**config.mk**
```make
export PLATFORM = sky130hd
export DESIGN_NAME = freq_meter_flat
export DESIGN_NICKNAME = d
export VERILOG_FILES = /design/src/rtl/freq_meter_if.sv /design/src/rtl/freq_meter.sv /design/src/flat_wrapper.sv
export SDC_FILE = /design/constraint.sdc
export NUM_CORES = 1
export LEC_CHECK = 0
export BUFFER_PORTS_ARGS = -buffer_cell sky130_fd_sc_hd__buf_2
export CORE_MARGIN = 1.5
export CORE_UTILIZATION = 61
export DETAILED_ROUTE_END_ITERATION = 16
export PLACE_DENSITY = 0.85
export SYNTH_ARGS = -nofsm -noshare
export SYNTH_HDL_FRONTEND = slang
export SYNTH_SLANG_ARGS = --single-unit
```
**constraint.sdc**
```tcl
create_clock -name clk -period 6.15 [get_ports clk]
set_input_delay 1.845 -clock clk [delete_from_list [all_inputs] [get_ports clk]]
set_output_delay 1.845 -clock clk [all_outputs]
set_load 0.01 [all_outputs]
```
**src/rtl/freq_meter_if.sv**
```systemverilog
// Result bus of the gated frequency counter: measured count, overflow flag and
// the packed-BCD rendering, each with its own one-cycle update strobe.
interface freq_meter_if #(
    parameter int FREQ_W = 26
);
    logic [FREQ_W-1:0] freq_out;
    logic              freq_valid;
    logic              ovf;
    logic [31:0]       bcd_out;
    logic              bcd_valid;

    modport master (
        output freq_out,
        output freq_valid,
        output ovf,
        output bcd_out,
        output bcd_valid
    );

    modport slave (
        input freq_out,
        input freq_valid,
        input ovf,
        input bcd_out,
        input bcd_valid
    );
endinterface

```
**src/rtl/freq_meter.sv**
```systemverilog
// Gated frequency counter: counts synchronised rising edges of f_in per gate window.
// Define FREQ_METER_BCD_EN to build the double-dabble BCD converter; otherwise bcd_out/bcd_valid read 0.
module freq_meter #(
    parameter int GATE_CYCLES = 50_000_000,
    parameter int FREQ_W      = 26
) (
    input  logic         clk,
    input  logic         rst,
    input  logic         f_in,
    freq_meter_if.master res
);
    localparam int                GW        = (GATE_CYCLES > 1) ? $clog2(GATE_CYCLES) : 1;
    localparam logic [GW-1:0]     GATE_LAST = GW'(GATE_CYCLES - 1);
    localparam logic [FREQ_W-1:0] ECNT_MAX  = {FREQ_W{1'b1}};

    logic              s1_r, s2_r, s3_r;
    logic              rise_s;
    logic [GW-1:0]     gcnt_r;
    logic              term_s;
    logic [FREQ_W-1:0] ecnt_r;
    logic              sat_r;
    logic [FREQ_W:0]   close_sum_s;
    logic [FREQ_W-1:0] freq_out_r;
    logic              freq_valid_r;
    logic              ovf_r;

    // Two-flop synchroniser followed by a delay flop for edge detection
    always_ff @(posedge clk) begin
        if (rst) begin
            s1_r <= 1'b0;
            s2_r <= 1'b0;
            s3_r <= 1'b0;
        end else begin
            s1_r <= f_in;
            s2_r <= s1_r;
            s3_r <= s2_r;
        end
    end

    assign rise_s      = s2_r & ~s3_r;
    assign term_s      = (gcnt_r == GATE_LAST);
    // A rise landing in the terminal cycle still belongs to the closing window
    assign close_sum_s = {1'b0, ecnt_r} + {{FREQ_W{1'b0}}, rise_s};

    // Gate window counter, wraps after the terminal cycle
    always_ff @(posedge clk) begin
        if (rst) begin
            gcnt_r <= {GW{1'b0}};
        end else if (term_s) begin
            gcnt_r <= {GW{1'b0}};
        end else begin
            gcnt_r <= gcnt_r + GW'(1);
        end
    end

    // Saturating edge counter and result latch at window close
    always_ff @(posedge clk) begin
        if (rst) begin
            ecnt_r       <= {FREQ_W{1'b0}};
            sat_r        <= 1'b0;
            freq_out_r   <= {FREQ_W{1'b0}};
            freq_valid_r <= 1'b0;
            ovf_r        <= 1'b0;
        end else begin
            freq_valid_r <= term_s;
            if (term_s) begin
                freq_out_r <= close_sum_s[FREQ_W] ? ECNT_MAX : close_sum_s[FREQ_W-1:0];
                ovf_r      <= sat_r | close_sum_s[FREQ_W];
                ecnt_r     <= {FREQ_W{1'b0}};
                sat_r      <= 1'b0;
            end else if (rise_s) begin
                if (ecnt_r == ECNT_MAX) begin
                    sat_r <= 1'b1;
                end else begin
                    ecnt_r <= ecnt_r + FREQ_W'(1);
                end
            end
        end
    end

    assign res.freq_out   = freq_out_r;
    assign res.freq_valid = freq_valid_r;
    assign res.ovf        = ovf_r;

`ifdef FREQ_METER_BCD_EN
    localparam int            SW        = 32 + FREQ_W;
    localparam int            IW        = $clog2(FREQ_W + 1);
    localparam logic [IW-1:0] ITER_LAST = IW'(FREQ_W - 1);

    typedef enum logic [1:0] {
        IDLE  = 2'd0,
        SHIFT = 2'd1,
        DONE  = 2'd2
    } bcd_state_t;

    bcd_state_t    state_r, state_s;
    logic [SW-1:0] shreg_r;
    logic [SW-1:0] shift_next_s;
    logic [IW-1:0] iter_r;
    logic [31:0]   bcd_out_r;
    logic          bcd_valid_r;

    function automatic logic [31:0] dabble_adjust(input logic [31:0] digits);
        logic [31:0] adj;
        adj = digits;
        for (int k = 0; k < 8; k++) begin
            if (digits[4*k +: 4] >= 4'd5) begin
                adj[4*k +: 4] = digits[4*k +: 4] + 4'd3;
            end else begin
                adj[4*k +: 4] = digits[4*k +: 4];
            end
        end
        return adj;
    endfunction

    assign shift_next_s = {dabble_adjust(shreg_r[SW-1 -: 32]), shreg_r[FREQ_W-1:0]} << 1;

    // Converter state register
    always_ff @(posedge clk) begin
        if (rst) begin
            state_r <= IDLE;
        end else begin
            state_r <= state_s;
        end
    end

    // Converter next-state logic; a strobe arriving mid-conversion is dropped
    always_comb begin
        state_s = state_r;
        case (state_r)
            IDLE: begin
                if (freq_valid_r) begin
                    state_s = SHIFT;
                end else begin
                    state_s = IDLE;
                end
            end
            SHIFT: begin
                if (iter_r == ITER_LAST) begin
                    state_s = DONE;
                end else begin
                    state_s = SHIFT;
                end
            end
            DONE:    state_s = IDLE;
            default: state_s = IDLE;
        endcase
    end

    // Converter datapath: load, adjust-and-shift, publish
    always_ff @(posedge clk) begin
        if (rst) begin
            shreg_r     <= {SW{1'b0}};
            iter_r      <= {IW{1'b0}};
            bcd_out_r   <= 32'd0;
            bcd_valid_r <= 1'b0;
        end else begin
            bcd_valid_r <= (state_r == DONE);
            case (state_r)
                IDLE: begin
                    if (freq_valid_r) begin
                        shreg_r <= {32'd0, freq_out_r};
                        iter_r  <= {IW{1'b0}};
                    end
                end
                SHIFT: begin
                    shreg_r <= shift_next_s;
                    iter_r  <= iter_r + IW'(1);
                end
                DONE:    bcd_out_r <= shreg_r[SW-1 -: 32];
                default: iter_r    <= {IW{1'b0}};
            endcase
        end
    end

    assign res.bcd_out   = bcd_out_r;
    assign res.bcd_valid = bcd_valid_r;
`else
    assign res.bcd_out   = 32'd0;
    assign res.bcd_valid = 1'b0;
`endif
endmodule

```
**src/flat_wrapper.sv**
```systemverilog
// flat-port wrapper written by rule: the top's interface ports become plain ports
module freq_meter_flat 
#(
    parameter int GATE_CYCLES = 50_000_000,
    parameter int FREQ_W      = 26
)
  (clk, rst, f_in, res_freq_out, res_freq_valid, res_ovf, res_bcd_out, res_bcd_valid);
  freq_meter_if #(.FREQ_W(FREQ_W)) res_i ();
  input  logic clk;
  input  logic rst;
  input  logic f_in;
  output wire logic [$bits(res_i.freq_out)-1:0] res_freq_out;
  output wire logic [$bits(res_i.freq_valid)-1:0] res_freq_valid;
  output wire logic [$bits(res_i.ovf)-1:0] res_ovf;
  output wire logic [$bits(res_i.bcd_out)-1:0] res_bcd_out;
  output wire logic [$bits(res_i.bcd_valid)-1:0] res_bcd_valid;
  assign res_freq_out = res_i.freq_out;
  assign res_freq_valid = res_i.freq_valid;
  assign res_ovf = res_i.ovf;
  assign res_bcd_out = res_i.bcd_out;
  assign res_bcd_valid = res_i.bcd_valid;
  freq_meter #(.GATE_CYCLES(GATE_CYCLES), .FREQ_W(FREQ_W)) u_core (.clk(clk), .rst(rst), .f_in(f_in), .res(res_i));
endmodule
```
* Yosys cells after proc, flatten, opt, wreduce, memory -nomap -nowiden
Index checks and enable logic that the tools add are counted.
** Word-level totals
- Register bits :: 84
- Logic and storage cells :: 22
- Bits of input ports :: 3
- Output and inout port bits :: 61
** Cells by class
- Reduce and logical (&&, ||, !) cells :: 3
- Equality and inequality tests :: 2
- Multiplexer cells :: 1
- Bitwise logic cells :: 4
- Add/subtract/negate cells :: 3
** Operators with widths (number)
- adder 26 x 1 -> 26 bit (second input constant) :: 2
- == test 26 bit (second input constant) :: 2
- adder 26 x 1 -> 27 bit :: 1
- 2-to-1 mux 26 bit :: 1
- AND reduction 2 bit :: 2
- NOT 1 bit :: 2
- OR reduction 2 bit :: 1
- bitwise AND 1 bit :: 1
- OR 1 bit :: 1

* Logic depth before layout (Yosys ltp)
Gate-level depths: netlist of the first run.
- Word-level depth :: 4
- Gate-level depth with buffers :: 9
- Mapped depth without buffers :: 9

* Worst setup path after synthesis of the first run
No wires, ideal clock.
- Path kind :: in2reg
- Start point :: input rst
- End point :: register u_core.ecnt_r[15]
- Path buffers :: 0
- Data arrival time :: 2.559 ns
- Setup time :: 0.059 ns
- Cell stages on the path :: 3
- Path slack :: 3.532 ns
- Path through :: a21o_1 or4_1 nand2_1
** Between the ends
- Longest elaborated chain between the ends :: 1
** RTL lines
- start: declaration :: RTL line flat_wrapper.sv:10 : input logic rst;
- OR reduction 2 bit (no line)
- end signal: assignment :: RTL line freq_meter.sv:59 : ecnt_r <= {FREQ_W{1'b0}};
- end signal: assignment :: RTL line freq_meter.sv:69 : ecnt_r <= {FREQ_W{1'b0}};
- end signal: assignment :: RTL line freq_meter.sv:75 : ecnt_r <= ecnt_r + FREQ_W'(1);
- end: declaration :: RTL line freq_meter.sv:20 : logic [FREQ_W-1:0] ecnt_r;
Every way passes these cells.
A chain may end at the register's enable or synchronous reset.

* Final worst setup path of the first run
Ends and elaborated chain as after synthesis.

==> results.toml, run 1 <==
[outcome]
run_status = "completed"

[die]
num_rows = 30
initial_core_util_pct = 63.2
core-area_sq_um = 6790
ios = 64
fp.dieArea_sq_um = 7550
dieWidth_microns = 86.9
dieHeight_microns = 86.9

[cts]
numCtsBuffers = 9
cts_setup_buffers = 0
htree_levels = 3
cts_hold_buf = 0
cts-root-buf = "clkbuf_8"
cts_buffer_depth = 2
clock_latency_ns = 0.37
clock-sinks = 84
cts_resized = 0
clkTransAtPathRegs_ns = 0.08
cts_tree = "built"

[logic_synthesis]
yosys_warnings = 0
synth_edf_count = 0
synth_top_flop_cell = "dfxtp_1"
syn_area_sq_um = 4290
ys_ff_latch = 84
syn_area_per_cell_sq_um = 8.35
async_reset_ff_share_pct = 0
syn_inst = 514
yosysSeqAreaShare_pct = 39.2
yosysUniqueCellTypes = 59

[timing]
fmax_ghz = 0.305
period_needed_ns = 3.28
fin_crit_sh_pct = 53.4
slew_violations = 0
fin_tns_setup_ns = 0
slew_headroom_pct = 20.4
rsz0062_at_grt = "false"
hold_viol = 0
worst_slew_pin_slew_ns = 1.19
fin_skew_ns = 0.0127
setup_violations = 0

[setup_path]
crit_path_start_kind = "input pin"
r2r-end = "u_core.ecnt_r[5]"
max_stage_delay_ns = 0.61
criticalPathCategory = "input pin to register"
slowest_stage = "a21o_1"
cp-end-kind = "register"
path_cells = "buf_2, a21o_1, buf_4, or4_1, nand2_1"
cp.arrival_ns = 3.54
crit_fanout = 32
r2r_start = "u_core.ecnt_r[7]"
worstPathRequired_ns = 6.41
rrSetupSlack_ns = 3.29
r2r_cells = 5

[worst_hold_path]
worstHoldStart = "u_core.s1_r"
whs_path_depth = 1
hp-class = "register to register"
holdPathEnd = "u_core.s2_r"

[power]
vdd_drop_max_uv = 139
p_leak_nw = 1.57
p_per_area_nw_per_um2 = 220

[grt]
antenna_found_initial = 0
use_met3_pct = 3.79
grt_pass1_wl_microns = 15000
grt_max_degree = 33
overflow = 0
use_met2_pct = 42.1
grt.total_usage_pct = 25.2
busiest_layer = "met2"
grt_pass1_vias = 3238
grtUsageMet1_pct = 31.6

[place]
portBuffers = 30
gp_congestion = 0.948
post_dp_cell_area_sq_um = 4300
hpwl_microns = 6420

[drt]
drc_errors = 0
viasPerCell = 5.71
first_pass_iters = 4
drt-initial-drc-count = 356
postRouteAntennaNets = 0
routed_wl_microns = 9010
dr_total_vias = 3583
wl_per_cell_microns = 14.4

[cells_and_area]
syn2layout_area_growth_pct = 5.13
fin_nets = 533
finish.instance_area_sq_um = 4510
drive_above_1_share_pct = 10.5
antenna_cells = 0
fill_cells = 571

[job]
max_cap_violations = 0
## critical path: cells and delay by family
kind	cells	cell delay, ns
AND/OR/NAND/NOR	2	0.21
AO/OA/AOI/OAI	1	0.61
buffers and inverters	2	0.87
## metrics by stage
stage	worst slack, ns	hold WS (ns)	cells	power, W	util [%]
3_5_place_dp	2.48	0.430	611	0.000588	63.3
6_report	2.87	0.442	627	0.000991	66.4
3_3_place_gp	2.52	0.419	611	0.000587	63.3
5_1_grt	2.70	0.470	627	0.00102	66.4
2_1_floorplan	3.53	0.414	546	0.000599	-
4_1_cts	2.87	0.448	627	0.000993	66.4
## layout by cell type, fill, tap and decap left out, types with 5 or more instances in the layout
| cell | netlist | layout |
|---|---|---|
| clkbuf_8 | 0 | 11 |
| nor2_1 | 70 | 70 |
| nand4_1 | 20 | 20 |
| xor2_1 | 27 | 27 |
| conb_1 | 1 | 33 |
| nand2_1 | 38 | 38 |
| nand3_1 | 22 | 22 |
| a211oi_1 | 22 | 22 |
| a21oi_1 | 26 | 26 |
| dfxtp_1 | 84 | 84 |
| inv_1 | 9 | 9 |
| o21ai_0 | 9 | 9 |
| buf_2 | 10 | 30 |
| nor3_1 | 10 | 10 |
| or4_1 | 5 | 5 |
| xnor2_1 | 21 | 21 |
| o211ai_1 | 5 | 5 |
| nor4_1 | 11 | 11 |
| or3_1 | 12 | 12 |
## worst max path at each step
stage                     start                 to  cells after the start
after floorplan             rst  u_core.ecnt_r[15]                      3
after global placement      rst  u_core.ecnt_r[15]                      5
after detailed placement    rst  u_core.ecnt_r[15]                      5
after CTS                   rst  u_core.ecnt_r[15]                      5
after global routing        rst  u_core.ecnt_r[15]                      5
final                       rst  u_core.ecnt_r[15]                      5
## cells in the mapped netlist, types with 4 or more instances
master	instances	area share [%]
a21oi_1	26	3.0
a211oi_1	22	3.8
nand4_1	20	2.9
xnor2_1	21	4.3
clkbuf_1	11	0.96
or4_1	5	0.87
o211ai_1	5	0.87
nor4_1	11	1.6
nor3_1	10	1.2
and2_1	4	0.58
nand2_1	38	3.3
buf_1	4	0.35
nor2_1	70	6.1
or3_1	12	1.7
and4_1	4	0.82
inv_1	9	0.79
o21ai_0	9	1.0
buf_4	36	6.3
dfxtp_1	84	39
buf_2	10	1.2
nand3_1	22	2.6
xor2_1	27	5.5
ha_1	4	1.2
## power breakdown
group / switching (W) / internal [W]
sequential: 0.00000257 / 0.000546
combinational: 0.0000219 / 0.00000448
clock: 0.000205 / 0.000210
## cell type report
cell class,count,area [sq um],area share (%)
clock buffer,11,151,3.36
multi-input combinational,391,2310,51.2
sequential,84,1680,37.3
timing repair buffer,31,158,3.49
tap,96,120,2.66
clock inverter,5,58.8,1.30
inverter,9,33.8,0.749
## routing by layer
layer  share of wire, %  wire length (microns)
met1                 44                   3920
met2                 49                   4420
met3                5.5                    496
met4                1.9                    168
met5                  0                      0
## logic make-up (layout without fill, tap and decap cells)
family,after synthesis,after routing,synth area share (%)
fa+ha+maj,4,4,1.17
other cells,1,33,0.0874
buf+inv,71,56,9.82
flops,84,84,39.2
xor+xnor,48,48,9.80
compound gates,84,84,13.1
simple gates,220,220,26.3
mux,2,2,0.466
## registers in the layout, indices dropped and copies added (netlist names)
name and count:
u_core.ecnt_r 26, u_core.gcnt_r 26, u_core.res.freq_out 26, u_core.res.freq_valid 1
u_core.res.ovf 1, u_core.s1_r 1, u_core.s2_r 1, u_core.s3_r 1
u_core.sat_r 1
Note: power is estimated with default switching activity, not from simulation.
==> inputs of run 2 (changes only) <==
--- a/config.mk
+++ b/config.mk
@@ -7,9 +7,9 @@
 export LEC_CHECK = 0
 export BUFFER_PORTS_ARGS = -buffer_cell sky130_fd_sc_hd__buf_2
 export CORE_MARGIN = 1.5
-export CORE_UTILIZATION = 61
+export CORE_UTILIZATION = 52
 export DETAILED_ROUTE_END_ITERATION = 16
-export PLACE_DENSITY = 0.85
+export PLACE_DENSITY = 0.77
 export SYNTH_ARGS = -nofsm -noshare
 export SYNTH_HDL_FRONTEND = slang
 export SYNTH_SLANG_ARGS = --single-unit
==> constraint.sdc (replaced) <==
create_clock -name clk -period 2.77 [get_ports clk]
set_input_delay 0.831 -clock clk [delete_from_list [all_inputs] [get_ports clk]]
set_output_delay 0.831 -clock clk [all_outputs]
set_load 0.01 [all_outputs]
==> results.toml, run 2 (synthesis results as in run 1) <==
[outcome]
run_status = "completed"

[grt]
overflow = 0
antenna_found_initial = 0
grt_max_degree = 26
grt_pass1_wl_microns = 15700
grt_pass1_vias = 3408
grt.total_usage_pct = 22.8

[setup_path]
critPathTopFamily = "simple AND/OR/NAND/NOR gates"
crit_path_start_kind = "register"
max_stage_delay_ns = 0.58
cp.buffers_inverters = 1
slowest_stage = "dfxtp_1"
worstPathRequired_ns = 3.02
crit_fanout = 16
cp-end-kind = "register"
r2r_cells = 6
criticalPathCategory = "register to register"
path_cells = "nand4_1, or4_1, o21ai_1, buf_4, mux2i_1, nor2_1"
cp.arrival_ns = 2.49
cp.depth = 6

[die]
core-area_sq_um = 7850
dieHeight_microns = 93.8
fp.dieArea_sq_um = 8810
ios = 64
initial_core_util_pct = 54.7
dieWidth_microns = 93.8
num_rows = 32

[power]
power.share.combinational_pct = 2.9
pwr-share-seq_pct = 54.9
switching_power_w = 0.000516
switching_share_pct = 23.3
clockPowerShare_pct = 42.2
cell_internal_pwr_w = 0.00170
vdd_drop_max_uv = 254
p_per_area_nw_per_um2 = 480
p_leak_nw = 1.64

[cells_and_area]
seqCellArea_sq_um = 1680
fin_nets = 546
drive_above_1_share_pct = 12.7
layout.cells.non_filler = 646
syn2layout_area_growth_pct = 7.70
multi_input_area_sq_um = 2310
mostFrequentLayoutCells = "dfxtp_1, nor2_1, nand2_1"
fill_cells = 713
layout_commonest_cell = "dfxtp_1"
antenna_cells = 0

[cts]
clkTransAtPathRegs_ns = 0.09
clock_latency_ns = 0.36
cts_tree = "built"
clock-sinks = 84
cts-root-buf = "clkbuf_8"
numCtsBuffers = 9
cts_hold_buf = 0
cts_resized = 0
htree_levels = 3
cts_setup_buffers = 0
cts_buffer_depth = 2

[drt]
drc_errors = 0
postRouteAntennaNets = 0
wl_per_cell_microns = 14.7
routed_wl_microns = 9490
viasPerCell = 5.68
first_pass_iters = 5
dr_total_vias = 3669
drt-initial-drc-count = 180

[timing]
fin_tns_setup_ns = 0
fin_skew_ns = 0.0172
rsz0062_at_grt = "false"
fmax_ghz = 0.446
slew_violations = 0
worst_slew_pin_slew_ns = 0.823
setup_violations = 0
fin_crit_sh_pct = 80.9
period_needed_ns = 2.24
hold_viol = 0
fin_hold_ws_ns = 0.450
slew_headroom_pct = 44.6

[place]
dp.cells = 630
hpwl_microns = 6970
portBuffers = 30
gp_congestion = 0.964

[worst_hold_path]
whs_path_depth = 1
hp-class = "register to register"

[job]
max_cap_violations = 0
## run 2: final timing paths
path,startpoint,to,slack (ns)
max,u_core.ecnt_r[18],u_core.ecnt_r[1],0.53
min,u_core.gcnt_r[0],u_core.gcnt_r[0],0.45
max reg2reg,u_core.ecnt_r[18],u_core.ecnt_r[1],0.53
min reg2reg,u_core.gcnt_r[0],u_core.gcnt_r[0],0.45
## run 2: power by group through the flow
stage | logic [W] | registers, W | clock network (W)
floorplan | 0.0000849 | 0.00125 | 0
global placement | 0.0000627 | 0.00125 | 0
detailed placement | 0.0000641 | 0.00125 | 0
CTS | 0.0000643 | 0.00122 | 0.000957
global route | 0.0000733 | 0.00122 | 0.00101
finish | 0.0000648 | 0.00122 | 0.000935
## run 2: final cells by class
| class | count | area share, % |
|---|---|---|
| inverter | 9 | 0.731 |
| clock buffer | 11 | 3.28 |
| clock inverter | 5 | 1.38 |
| timing repair buffer | 44 | 5.52 |
| multi-input combinational | 391 | 49.9 |
| sequential | 84 | 36.4 |
| tap | 102 | 2.76 |
## run 2: layer usage
metal / wire, microns / up-vias / global-route usage (%) / part of all wire (%)
li1: - / 1799 / - / -
met1: 4080 / 1720 / 26.8 / 43
met2: 4640 / 125 / 39.8 / 49
met3: 476 / 25 / 3.56 / 5.0
met4: 287 / 0 / 12.3 / 3.0
met5: 0 / - / 0 / 0
## run 2: per-stage QoR
stage	cell area, sq um	total power (W)	utilization, %	setup slack (ns)
after floorplan	4410	0.00133	-	0.782
after global placement	4410	0.00131	56.2	0.601
after detailed placement	4410	0.00131	56.2	0.563
after CTS	4620	0.00224	58.9	0.540
after global routing	4620	0.00230	58.9	0.256
final	4620	0.00222	58.9	0.528
